<file path="src/rtl/gigatron_ps2_pad.sv">
// gigatron_ps2_pad
// Turns hps_io PS/2 key events into the Famicom serial pad protocol used by
// the Gigatron shell. In gamepad mode eight keys drive the eight buttons. In
// ASCII mode a typed key is presented as its ASCII byte for HOLD_LATCHES
// latch events. Output data is active low.
//
// state       | meaning
// ST_IDLE     | no frame in progress, pulses only shift in 1s
// ST_LATCHED  | latch high, shift register reloading every cycle
// ST_SHIFTING | latch released, counting the 8 data pulses
module gigatron_ps2_pad #(
    parameter int HOLD_LATCHES = 4
) (
    input  logic        clk_sys,
    input  logic        reset,
    input  logic [10:0] ps2_key,
    input  logic        ascii_mode,
    input  logic        famicom_latch,
    input  logic        famicom_pulse,
    output logic        famicom_data
);
    localparam logic [1:0] ST_IDLE     = 2'd0;
    localparam logic [1:0] ST_LATCHED  = 2'd1;
    localparam logic [1:0] ST_SHIFTING = 2'd2;
    localparam logic [3:0] HOLD_INIT   = 4'(HOLD_LATCHES);

    logic [2:0] latch_sync;
    logic [2:0] pulse_sync;
    logic       latch_s;
    logic       latch_rise;
    logic       latch_fall;
    logic       pulse_rise;

    logic       key_tog;
    logic       key_event;
    logic       key_pressed;
    logic       key_ext;
    logic [7:0] key_code;

    logic [7:0] btn;
    logic       shift_l;
    logic       shift_r;
    logic [7:0] ascii_code;
    logic [3:0] hold_cnt;

    logic       btn_hit;
    logic [2:0] btn_idx;
    logic [8:0] xlat;
    logic [7:0] ascii_next;
    logic [7:0] load_val;

    logic [7:0] sr;
    logic [7:0] frame_val;
    logic [1:0] state;
    logic [2:0] shift_cnt;

    // Set-2 scancode to lower-case ASCII; bit 8 flags a translatable key.
    function automatic logic [8:0] ascii_of(input logic [7:0] sc);
        logic [8:0] r;
        r = 9'h000;
        case (sc)
            8'h1C: r = 9'h161;  8'h32: r = 9'h162;  8'h21: r = 9'h163;
            8'h23: r = 9'h164;  8'h24: r = 9'h165;  8'h2B: r = 9'h166;
            8'h34: r = 9'h167;  8'h33: r = 9'h168;  8'h43: r = 9'h169;
            8'h3B: r = 9'h16A;  8'h42: r = 9'h16B;  8'h4B: r = 9'h16C;
            8'h3A: r = 9'h16D;  8'h31: r = 9'h16E;  8'h44: r = 9'h16F;
            8'h4D: r = 9'h170;  8'h15: r = 9'h171;  8'h2D: r = 9'h172;
            8'h1B: r = 9'h173;  8'h2C: r = 9'h174;  8'h3C: r = 9'h175;
            8'h2A: r = 9'h176;  8'h1D: r = 9'h177;  8'h22: r = 9'h178;
            8'h35: r = 9'h179;  8'h1A: r = 9'h17A;
            8'h45: r = 9'h130;  8'h16: r = 9'h131;  8'h1E: r = 9'h132;
            8'h26: r = 9'h133;  8'h25: r = 9'h134;  8'h2E: r = 9'h135;
            8'h36: r = 9'h136;  8'h3D: r = 9'h137;  8'h3E: r = 9'h138;
            8'h46: r = 9'h139;
            8'h29: r = 9'h120;
            8'h5A: r = 9'h10A;
            8'h66: r = 9'h17F;
            default: r = 9'h000;
        endcase
        return r;
    endfunction

    assign latch_s    = latch_sync[1];
    assign latch_rise = latch_sync[1] & ~latch_sync[2];
    assign latch_fall = ~latch_sync[1] & latch_sync[2];
    assign pulse_rise = pulse_sync[1] & ~pulse_sync[2];

    assign key_event   = ps2_key[10] ^ key_tog;
    assign key_pressed = ps2_key[9];
    assign key_ext     = ps2_key[8];
    assign key_code    = ps2_key[7:0];

    assign famicom_data = sr[7];

    // Bring latch/pulse into clk_sys and keep one extra stage for edge detect.
    always_ff @(posedge clk_sys) begin
        if (reset) begin
            latch_sync <= 3'b000;
            pulse_sync <= 3'b000;
        end else begin
            latch_sync <= {latch_sync[1:0], famicom_latch};
            pulse_sync <= {pulse_sync[1:0], famicom_pulse};
        end
    end

    // Decode the key event into a button index, ASCII code and load value.
    always_comb begin
        btn_hit = 1'b1;
        btn_idx = 3'd0;
        case ({key_ext, key_code})
            9'h022:  btn_idx = 3'd7;
            9'h01A:  btn_idx = 3'd6;
            9'h00D:  btn_idx = 3'd5;
            9'h05A:  btn_idx = 3'd4;
            9'h175:  btn_idx = 3'd3;
            9'h172:  btn_idx = 3'd2;
            9'h16B:  btn_idx = 3'd1;
            9'h174:  btn_idx = 3'd0;
            default: btn_hit = 1'b0;
        endcase

        xlat       = ascii_of(key_code);
        ascii_next = xlat[7:0];
        if ((shift_l || shift_r) && xlat[7:0] >= 8'h61 && xlat[7:0] <= 8'h7A)
            ascii_next = xlat[7:0] - 8'h20;

        if (ascii_mode)
            load_val = (hold_cnt != 4'd0) ? ascii_code : 8'h00;
        else
            load_val = btn;
    end

    // Key event tracking; a key arriving with a latch edge wins the hold count.
    always_ff @(posedge clk_sys) begin
        if (reset) begin
            key_tog    <= ps2_key[10];
            btn        <= 8'h00;
            shift_l    <= 1'b0;
            shift_r    <= 1'b0;
            ascii_code <= 8'h00;
            hold_cnt   <= 4'd0;
        end else begin
            key_tog <= ps2_key[10];
            if (latch_rise && hold_cnt != 4'd0)
                hold_cnt <= hold_cnt - 4'd1;
            if (key_event) begin
                if (btn_hit)
                    btn[btn_idx] <= key_pressed;
                if (!key_ext && key_code == 8'h12)
                    shift_l <= key_pressed;
                if (!key_ext && key_code == 8'h59)
                    shift_r <= key_pressed;
                if (key_pressed && !key_ext && xlat[8] && ascii_mode) begin
                    ascii_code <= ascii_next;
                    hold_cnt   <= HOLD_INIT;
                end
            end
        end
    end

    // Frame sequencing: snapshot on latch edge, hold while latched, then shift.
    always_ff @(posedge clk_sys) begin
        if (reset) begin
            sr        <= 8'hFF;
            frame_val <= 8'hFF;
            state     <= ST_IDLE;
            shift_cnt <= 3'd0;
        end else begin
            if (latch_rise) begin
                sr        <= ~load_val;
                frame_val <= ~load_val;
                state     <= ST_LATCHED;
                shift_cnt <= 3'd0;
            end else if (latch_s) begin
                sr <= frame_val;
            end else if (pulse_rise) begin
                sr <= {sr[6:0], 1'b1};
                if (state == ST_SHIFTING) begin
                    shift_cnt <= shift_cnt + 3'd1;
                    if (shift_cnt == 3'd7)
                        state <= ST_IDLE;
                end
            end
            if (state == ST_LATCHED && latch_fall)
                state <= ST_SHIFTING;
        end
    end
endmodule

</file>
<file path="config.mk">
export PLATFORM = sky130hd
export DESIGN_NAME = gigatron_ps2_pad
export DESIGN_NICKNAME = d
export VERILOG_FILES = /design/src/rtl/gigatron_ps2_pad.sv
export SDC_FILE = /design/constraint.sdc
export NUM_CORES = 1
export LEC_CHECK = 0
export ABC_AREA = 1
export ABC_CLOCK_PERIOD_IN_PS = 2100
export CAP_MARGIN = 20
export CELL_PAD_IN_SITES_DETAIL_PLACEMENT = 1
export CELL_PAD_IN_SITES_GLOBAL_PLACEMENT = 1
export CORE_ASPECT_RATIO = 1.25
export CORE_MARGIN = 2
export CORE_UTILIZATION = 43
export CTS_CLUSTER_SIZE = 20
export DETAILED_ROUTE_END_ITERATION = 8
export GPL_ROUTABILITY_DRIVEN = 0
export PLACE_DENSITY_LB_ADDON = 0.1
export SLEW_MARGIN = 15
export SYNTH_ARGS = -nofsm -noshare
export SYNTH_HDL_FRONTEND = slang
export SYNTH_SLANG_ARGS = --single-unit
</file>
<file path="constraint.sdc">
create_clock -name clk_sys -period 2.1 [get_ports clk_sys]
set_input_delay 0.42 -clock clk_sys [delete_from_list [all_inputs] [get_ports clk_sys]]
set_output_delay 0.42 -clock clk_sys [all_outputs]
set_load 0.03 [all_outputs]
</file>
==> flow_metrics.tcl, run 1 <==
set metrics [dict create \
    status "finished, violations left" \
    violations "setup timing" \
    seq_area_um2 900.9 \
    nets 562 \
    syn2layout_area_growth_pct 35.85 \
    fin_worst_skew_ps 3.219 \
    synth.avg_cell_area_um2 6.480 \
    fin_crit_sh_pct 100.1 \
    met1_length_mm 3.979 \
    numCtsBuffers 5 \
    diodes 0 \
    cts_tree "yes" \
    netlist_area_mm2 0.002935 \
    antenna_found_initial 0 \
    yosys-top-cells-area "dfxtp_1 (31%), nand2_1 (14%), nand3_1 (7.0%)" \
    r2r-start "hold_cnt[1]" \
    yosysTopAreaCellShare_pct 30.69 \
    place_hpwl_mm 8.162 \
    syn_inst 453 \
    tns_ps -1.107 \
    overflow 0 \
    whs_endpoint "latch_sync[1]" \
    drc_errors 0 \
    start_util_pct 44.43 \
    fmax_mhz 475.9 \
    r2r_setup_slack_ps 460 \
    track_usage_pct 28.27 \
    ys_warn_count 0 \
    drt_iter0_markers 104 \
    async_flop_share_pct 0 \
    portBuffers 16 \
    hold_viol_final 0 \
    coreArea_mm2 0.006606 \
    synth_top_area_cell "dfxtp_1" \
    ir_worst_vdd_uv 294.0 \
    dr.pass1.iters 4 \
    met2_length_mm 6.173 \
    htree_levels 2 \
    leakage_nw 1.816 \
    final_common_cell "nand2_1" \
    min_period_ps 2101 \
    synth_edf_count 0 \
    die_h_um 96.38 \
    holdCritStartpoint "latch_sync[0]" \
    clk_path_buf_depth 2 \
    synth_cell_types 33 \
    wire_per_inst_um 17.46 \
    cts_root_buf "clkbuf_8" \
    n_fill_cell 898 \
    worstSetupPathType "in -> reg" \
    fp.dieW_um 77.90 \
    drive_above_1_share_pct 28.81 \
    synth_ff_type "dfxtp_1" \
    powerDensity_mw_per_mm2 479.0 \
    worst_skew_pair.late_latency_ps 290 \
    top_level_ports 17 \
    drt.antenna.violating_nets 0 \
    routed_wl_mm 10.92 \
    synth-seq-cells 45 \
    clock-sinks 45 \
    post-place-ws_ps -740.7 \
    reg2reg_depth 10 \
    cp-end-kind "flip-flop" \
    arrival_ps 2290 \
    grt_pass1_wl_mm 16.68 \
    die_area_mm2 0.007508 \
    avgViaCountPerCell 5.494 \
    ys_seq_area_share_pct 30.69 \
    path_clk_slew_ps 80 \
    max_slew_margin_pct 67.90 \
    maxCapViolCount 0 \
    top_layer_used "met4" \
    worstReg2RegEnd "sr[4]" \
    required_ps 2290 \
    worstMarginPinSlew_ps 480.9 \
    vias 3434 \
    fin_ws_ps -1.107 \
    multi_input_comb_area_mm2 0.001928 \
    finalSetupViolCount 1 \
    cts_hold_buf 0 \
    setup.worst_path.start_class "input pin" \
    route.met3.wl_um 186 \
    layout_common_cells "nand2_1 (104), buf_4 (72), dfxtp_1 (45)" \
    grt_start_max_net_pins 23 \
    fp-row-count 33 \
    syn-num-nets 478 \
    grt_pass1_vias 3585 \
    slew_viol_final 0 \
    rsz0062_at_grt "yes" \
    hold_depth 2 \
    hold_path_class "reg -> reg" \
    crit_path_max_fanout 8 \
]
==> worst max-delay path, stage by stage <==
cell and delay, ps:
clkdlybuf4s50_1 470, buf_6 170, nand2_2 100, nor3_4 280, nand3_2 190, nand3_2 110
nor2_1 50, o21ai_1 120, nand4_1 150, o21ai_1 150, a21oi_1 60
==> final cells by class <==
type / count / share of cell area, %
Timing Repair Buffer: 92 / 18.70
Tap cell: 87 / 2.730
Clock buffer: 6 / 1.820
Clock inverter: 2 / 0.2510
Sequential cell: 45 / 22.59
Multi-Input combinational cell: 338 / 48.35
Inverter: 55 / 5.554
==> metal layers <==
metal | vias to the layer above | track usage, %
li1 | 1662 | -
met1 | 1670 | 26.77
met2 | 64 | 58.12
met3 | 38 | 2.974
met4 | 0 | 16.96
met5 | - | 0
==> cell usage after synthesis (2+ instances only) <==
cell / instances
inv_2: 9
buf_6: 2
o211ai_1: 10
nand3_2: 4
inv_1: 46
nor2_4: 5
buf_4: 3
or2_2: 3
a21oi_1: 34
nand2_1: 113
nand2_2: 5
nor2_1: 37
buf_2: 2
nand4_1: 10
o21ai_2: 2
a311oi_1: 2
nor3_1: 4
o21ai_1: 13
a31oi_1: 3
o21ai_0: 27
nor3_2: 2
clkbuf_1: 8
dfxtp_1: 45
xor2_1: 2
ha_1: 9
nor2_2: 6
nand3_1: 41
==> kinds of logic (layout without fill, tap and decap cells) <==
kind of cell,Yosys count,count (layout),share of synthesized area [%]
AND/OR/NAND/NOR,234,234,37.38
AO/OA/AOI/OAI,92,92,17.26
buffers and inverters,70,155,9.932
flip-flops,45,45,30.69
adder cells (fa/ha/maj),9,9,3.836
XOR/XNOR,3,3,0.8953
==> registers in the layout, summed over array words and instances, names as in the netlist <==
signal      flops
frame_val       8
pulse_sync      3
sr              8
btn             8
shift_l         1
key_tog         1
hold_cnt        4
latch_sync      3
shift_r         1
ascii_code      8
==> metrics by stage <==
step | total power [mW] | instances | hold slack (ps) | area, um2 | util [%]
after global placement | 1.334 | 616 | 394.0 | 3682 | 55.74
after floorplan | 1.143 | 453 | 388.3 | 2935 | -
after global routing | 1.999 | 625 | 437.3 | 3988 | 60.36
final | 1.910 | 625 | 408.2 | 3988 | 60.36
after detailed placement | 1.352 | 616 | 398.6 | 3682 | 55.74
after CTS | 1.874 | 625 | 410.1 | 3830 | 57.97
==> power breakdown <==
group,total [mW],switching (mW),internal [mW]
logic,0.510,0.302,0.208
clock network,0.515,0.284,0.231
registers,0.885,0.0108,0.874
==> worst max-delay path by stage <==
stage | slack (ps) | startpoint | cells past startpoint | to
6_report | -1 | ps2_key[4] | 11 | btn[6]
5_1_grt | -130 | ps2_key[4] | 14 | ascii_code[6]
4_1_cts | -40 | ps2_key[5] | 15 | ascii_code[6]
3_5_place_dp | -740 | ps2_key[0] | 16 | ascii_code[6]
3_3_place_gp | -550 | ps2_key[0] | 16 | ascii_code[6]
2_1_floorplan | 130 | ps2_key[1] | 15 | ascii_code[6]
==> what timing repair did <==
item,CTS,global route
endpoints found under the hold margin,0,0
endpoints found under the setup margin,20,16
pin swaps,3,18
setup buffers,1,0
cloned,0,0
resized for setup,24,48
No activity file was read; power rests on OpenSTA's default activity.
==> run 2: changes to the inputs <==
Settings changed: SKIP_CTS_REPAIR_TIMING from default to 1.
==> run 2 against run 1 <==
- the flow now finishes without violations
- clock-buffer cell count stayed put
- cell count grew 0.48%
- clock skew fell by 0.61 ps
- routed wire length decreased by 1.9%
- via count about the same
- combinational power is 2% lower
- core utilization rose by 0.36 points
- total power fell by 0.15%
- critical path depth rose by 6
==> flow_metrics.tcl, run 2 (synthesis gave the netlist of run 1 again) <==
set metrics [dict create \
    status "finished, final reports clean" \
    dp.cells 616 \
    path_cells "dlymetal6s2s_1 > buf_4 > ha_1 > nand2_2 > o21ai_2 > nand2_1 > nand2_1 > nor2_1 > nor2_2 > nor2_4 > nand2_2 > nor2_2 > nand3_2 > nand2_1 > nand3_1 > nand2_1 > inv_1" \
    slowest_delay_ps 210 \
    fin_worst_skew_ps 2.606 \
    layout.cells.non_filler 628 \
    design_area_mm2 0.004011 \
    comb_power_share_pct 26.3 \
    max_slew_margin_pct 67.64 \
    wire_per_inst_um 17.05 \
    cts_tree "yes" \
    drt_iter0_markers 109 \
    coreArea_mm2 0.006606 \
    die_area_mm2 0.007508 \
    nets 565 \
    hold_path_class "reg -> reg" \
    grt_pass1_vias 3542 \
    p_clk_share_pct 27.3 \
    syn2layout_area_growth_pct 36.66 \
    drc_errors 0 \
    final_common_cell "nand2_1" \
    intPower_mw 1.311 \
    cp_slowest_cell "ha_1" \
    leakage_nw 1.864 \
    hold_viol_final 0 \
    power_mw 1.907 \
    worstMarginPinSlew_ps 484.9 \
    htree_levels 2 \
    fp.dieW_um 77.90 \
    fin_util_pct 60.72 \
    diodes 0 \
    seq_power_share_pct 46.4 \
    finalSetupViolCount 0 \
    vias 3437 \
    drive_above_1_share_pct 29.57 \
    place_hpwl_mm 8.162 \
    ir_worst_vdd_uv 299.1 \
    layout_common_cells "nand2_1 (103), buf_4 (76), dfxtp_1 (45)" \
    holdWs_ps 407.7 \
    required_ps 2300 \
    grt_pass1_wl_mm 16.47 \
    fmax_mhz 484.6 \
    fin_ws_ps 36.47 \
    post-place-ws_ps -740.7 \
    portBuffers 16 \
    clk_path_buf_depth 2 \
    track_usage_pct 27.92 \
    fp-row-count 33 \
    switching_share_pct 31.26 \
    cts_root_buf "clkbuf_8" \
    slew_viol_final 0 \
    fin_crit_sh_pct 98.26 \
    p_sw_mw 0.5962 \
    dr.pass1.iters 4 \
    arrival_ps 2270 \
    r2r_setup_slack_ps 450 \
    min_period_ps 2064 \
    numCtsBuffers 5 \
    avgViaCountPerCell 5.473 \
    top_level_ports 17 \
    maxCapViolCount 0 \
    tns_ps 0 \
    grt_start_max_net_pins 23 \
    setup.worst_path.start_class "input pin" \
    start_util_pct 44.43 \
    cp-end-kind "flip-flop" \
    clock-sinks 45 \
    crit_top_cell "nand2_1" \
    worst_skew_pair.late_latency_ps 300 \
    crit_path_max_fanout 4 \
    powerDensity_mw_per_mm2 475.4 \
    drt.antenna.violating_nets 0 \
    path_clk_slew_ps 80 \
    routed_wl_mm 10.71 \
    worstSetupPathType "in -> reg" \
    dpl_cell_area_mm2 0.003682 \
    antenna_found_initial 0 \
    die_h_um 96.38 \
    overflow 0 \
]
==> run 2: changes by cell type in the layout (fill, tap and decap cells not counted), moves of 2 or more <==
cell            previous run  this run
dlymetal6s2s_1             3         8
buf_4                     72        76
nand2_2                    9        12
dlygate4sd2_1              2         0
ha_4                       4         2
nand2_4                    6         4
nand3_1                   38        36
nand3_2                    6         8
==> run 2: power groups by stage <==
stage / registers, mW / clock network (mW) / logic [mW]
2_1_floorplan: 0.905 / 0 / 0.238
3_3_place_gp: 0.903 / 0 / 0.431
3_5_place_dp: 0.905 / 0 / 0.447
4_1_cts: 0.885 / 0.527 / 0.449
5_1_grt: 0.888 / 0.560 / 0.547
6_report: 0.885 / 0.521 / 0.501
==> run 2: cell type report <==
| class | instances | area (um2) |
|---|---|---|
| Fill cell | 896 | 2595 |
| Multi-Input combinational cell | 338 | 1916 |
| Sequential cell | 45 | 900.9 |
| Timing Repair Buffer | 95 | 784.5 |
| Inverter | 55 | 219.0 |
| Tap cell | 87 | 108.9 |
| Clock buffer | 6 | 72.57 |
| Clock inverter | 2 | 10.01 |
==> run 2: worst max-delay path: cells and delay by family <==
family | cells | cell delay [ps]
buffers and inverters | 3 | 360
AO/OA/AOI/OAI | 1 | 70
AND/OR/NAND/NOR | 12 | 1180
adder cells (fa/ha/maj) | 1 | 210
==> run 2: final timing paths <==
kind	startpoint	end	depth (start not counted)
worst min-delay path	latch_sync[0]	latch_sync[1]	2
worst max-delay path	ps2_key[0]	ascii_code[6]	17
worst max register to register	hold_cnt[1]	sr[4]	10
worst min register to register	latch_sync[0]	latch_sync[1]	2
==> run 2: layer usage <==
metal  vias up  routed length [um]  global-route usage (%)
met4         0                 627                   16.08
li1       1666                   -                       -
met3        38                 159                   2.788
met2        65                5989                   57.83
met1      1668                3932                   26.45
met5         -                   0                       0
==> run 3: changes to the inputs <==
Settings changed: ABC_CLOCK_PERIOD_IN_PS 2100 to default, PLACE_DENSITY_LB_ADDON 0.1 to 0.05.
Clock period 2.1 ns to 1.91 ns, I/O delays scaled along.
==> run 3 against run 2 <==
- the run now ends with setup timing left
- combinational power is 23% higher
- core utilization rose by 2.4 points
- register-to-register slack got worse by 250 ps
- hold slack improved by 12 ps
- cell count is 1.8% higher
- sequential power increased by 10%
- sequential share of layout area is 0.86 points lower
- setup slack lost 250 ps
==> flow_metrics.tcl, run 3 (synthesis gave the netlist of run 1 again) <==
set metrics [dict create \
    fin_ws_ps -208.9 \
    p_sw_mw 0.6925 \
    track_usage_pct 28.60 \
    ir_worst_vdd_uv 316.4 \
    p_clk_share_pct 29.1 \
    cp-end-kind "flip-flop" \
    violations "setup timing" \
    die_h_um 96.38 \
    dpl_cell_area_mm2 0.003752 \
    dr.pass1.iters 4 \
    die_area_mm2 0.007508 \
    powerDensity_mw_per_mm2 536.9 \
    fin_util_pct 63.13 \
    drc_errors 0 \
    leakage_nw 1.906 \
    path_clk_slew_ps 80 \
    drt.antenna.violating_nets 0 \
    hold_path_class "reg -> reg" \
    crit_path_max_fanout 5 \
    layout_common_cells "nand2_1 (102), buf_4 (83), dfxtp_1 (45)" \
    seq_power_share_pct 43.5 \
    numCtsBuffers 5 \
    n_fill_cell 880 \
    syn2layout_area_growth_pct 42.07 \
    vias 3555 \
    nets 576 \
    place_hpwl_mm 8.352 \
    worstSetupPathType "in -> reg" \
    intPower_mw 1.547 \
    min_period_ps 2119 \
    start_util_pct 44.43 \
    design_area_mm2 0.004170 \
    fmax_mhz 472.0 \
    arrival_ps 2290 \
    worst_skew_pair.late_latency_ps 300 \
    top_level_ports 17 \
    slew_viol_final 0 \
    avgViaCountPerCell 5.563 \
    antenna_found_initial 0 \
    switching_share_pct 30.93 \
    final_common_cell "nand2_1" \
    clock-sinks 45 \
    grt_start_max_net_pins 23 \
    max_slew_margin_pct 62.36 \
    power_mw 2.239 \
    cts_root_buf "clkbuf_8" \
    drt_iter0_markers 167 \
    coreArea_mm2 0.006606 \
    required_ps 2080 \
    htree_levels 2 \
    fin_worst_skew_ps 3.113 \
    grt_pass1_vias 3612 \
    finalSetupViolCount 4 \
    setup.worst_path.start_class "input pin" \
    comb_power_share_pct 27.4 \
    fp-row-count 33 \
    portBuffers 16 \
    worstMarginPinSlew_ps 564.0 \
    overflow 0 \
    cts_tree "yes" \
    fp.dieW_um 77.90 \
    routed_wl_mm 12.22 \
    hold_viol_final 0 \
    diodes 0 \
    fin_crit_sh_pct 110.9 \
    holdWs_ps 419.3 \
    clk_path_buf_depth 2 \
    grt_pass1_wl_mm 16.63 \
    maxCapViolCount 0 \
    rsz0062_at_grt "yes" \
    wire_per_inst_um 19.13 \
    drive_above_1_share_pct 32.61 \
    status "finished, violations left" \
]
## run 3: layout make-up
| class | count | area [um2] | share of cell area [%] |
|---|---|---|---|
| sequential | 45 | 900.9 | 21.60 |
| inverter | 55 | 215.2 | 5.161 |
| multi-input combinational | 339 | 1966 | 47.13 |
| clock buffer | 7 | 96.34 | 2.310 |
| timing repair buffer | 105 | 878.3 | 21.06 |
| tap | 87 | 108.9 | 2.610 |
| clock inverter | 1 | 5.005 | 0.1200 |
## run 3: final timing paths
path                 start             to  slack [ps]  cells after the start
min reg2reg  pulse_sync[0]  pulse_sync[1]         420                      2
max             ps2_key[0]         btn[7]        -210                     14
min          pulse_sync[0]  pulse_sync[1]         420                      2
max reg2reg    hold_cnt[0]          sr[4]         200                     10
## run 3: stage by stage
stage                     setup WS, ps  cells  TNS, ps
after detailed placement        -796.7    616   -13700
after global routing            -256.8    639    -1359
after floorplan                  2.195    453        0
final                           -208.9    639   -487.0
after CTS                       -498.6    624    -7187
after global placement          -720.4    616   -12460
## run 3: layer usage
layer | global-route usage [%] | wire length (um) | up-vias
met5 | 0 | 0 | -
li1 | - | - | 1688
met4 | 19.44 | 960 | 0
met1 | 25.26 | 4121 | 1696
met2 | 59.41 | 6865 | 102
met3 | 3.717 | 276 | 69
## run 3: worst max-delay path: stages
cell and delay (ps):
buf_2 140, inv_2 130, ha_2 240, nand2_4 100
nor2_4 120, nand4_1 120, nand2_1 130, inv_2 60
nand3_2 70, inv_2 70, nor2_4 130, nand2_1 140
o21ai_0 350, a21oi_1 100
## run 3: power by group through the flow
stage	registers, mW	clock network (mW)	logic [mW]
2_1_floorplan	0.994	0	0.277
3_3_place_gp	0.993	0	0.503
3_5_place_dp	0.995	0	0.520
4_1_cts	0.973	0.657	0.523
5_1_grt	0.976	0.686	0.660
6_report	0.974	0.651	0.614
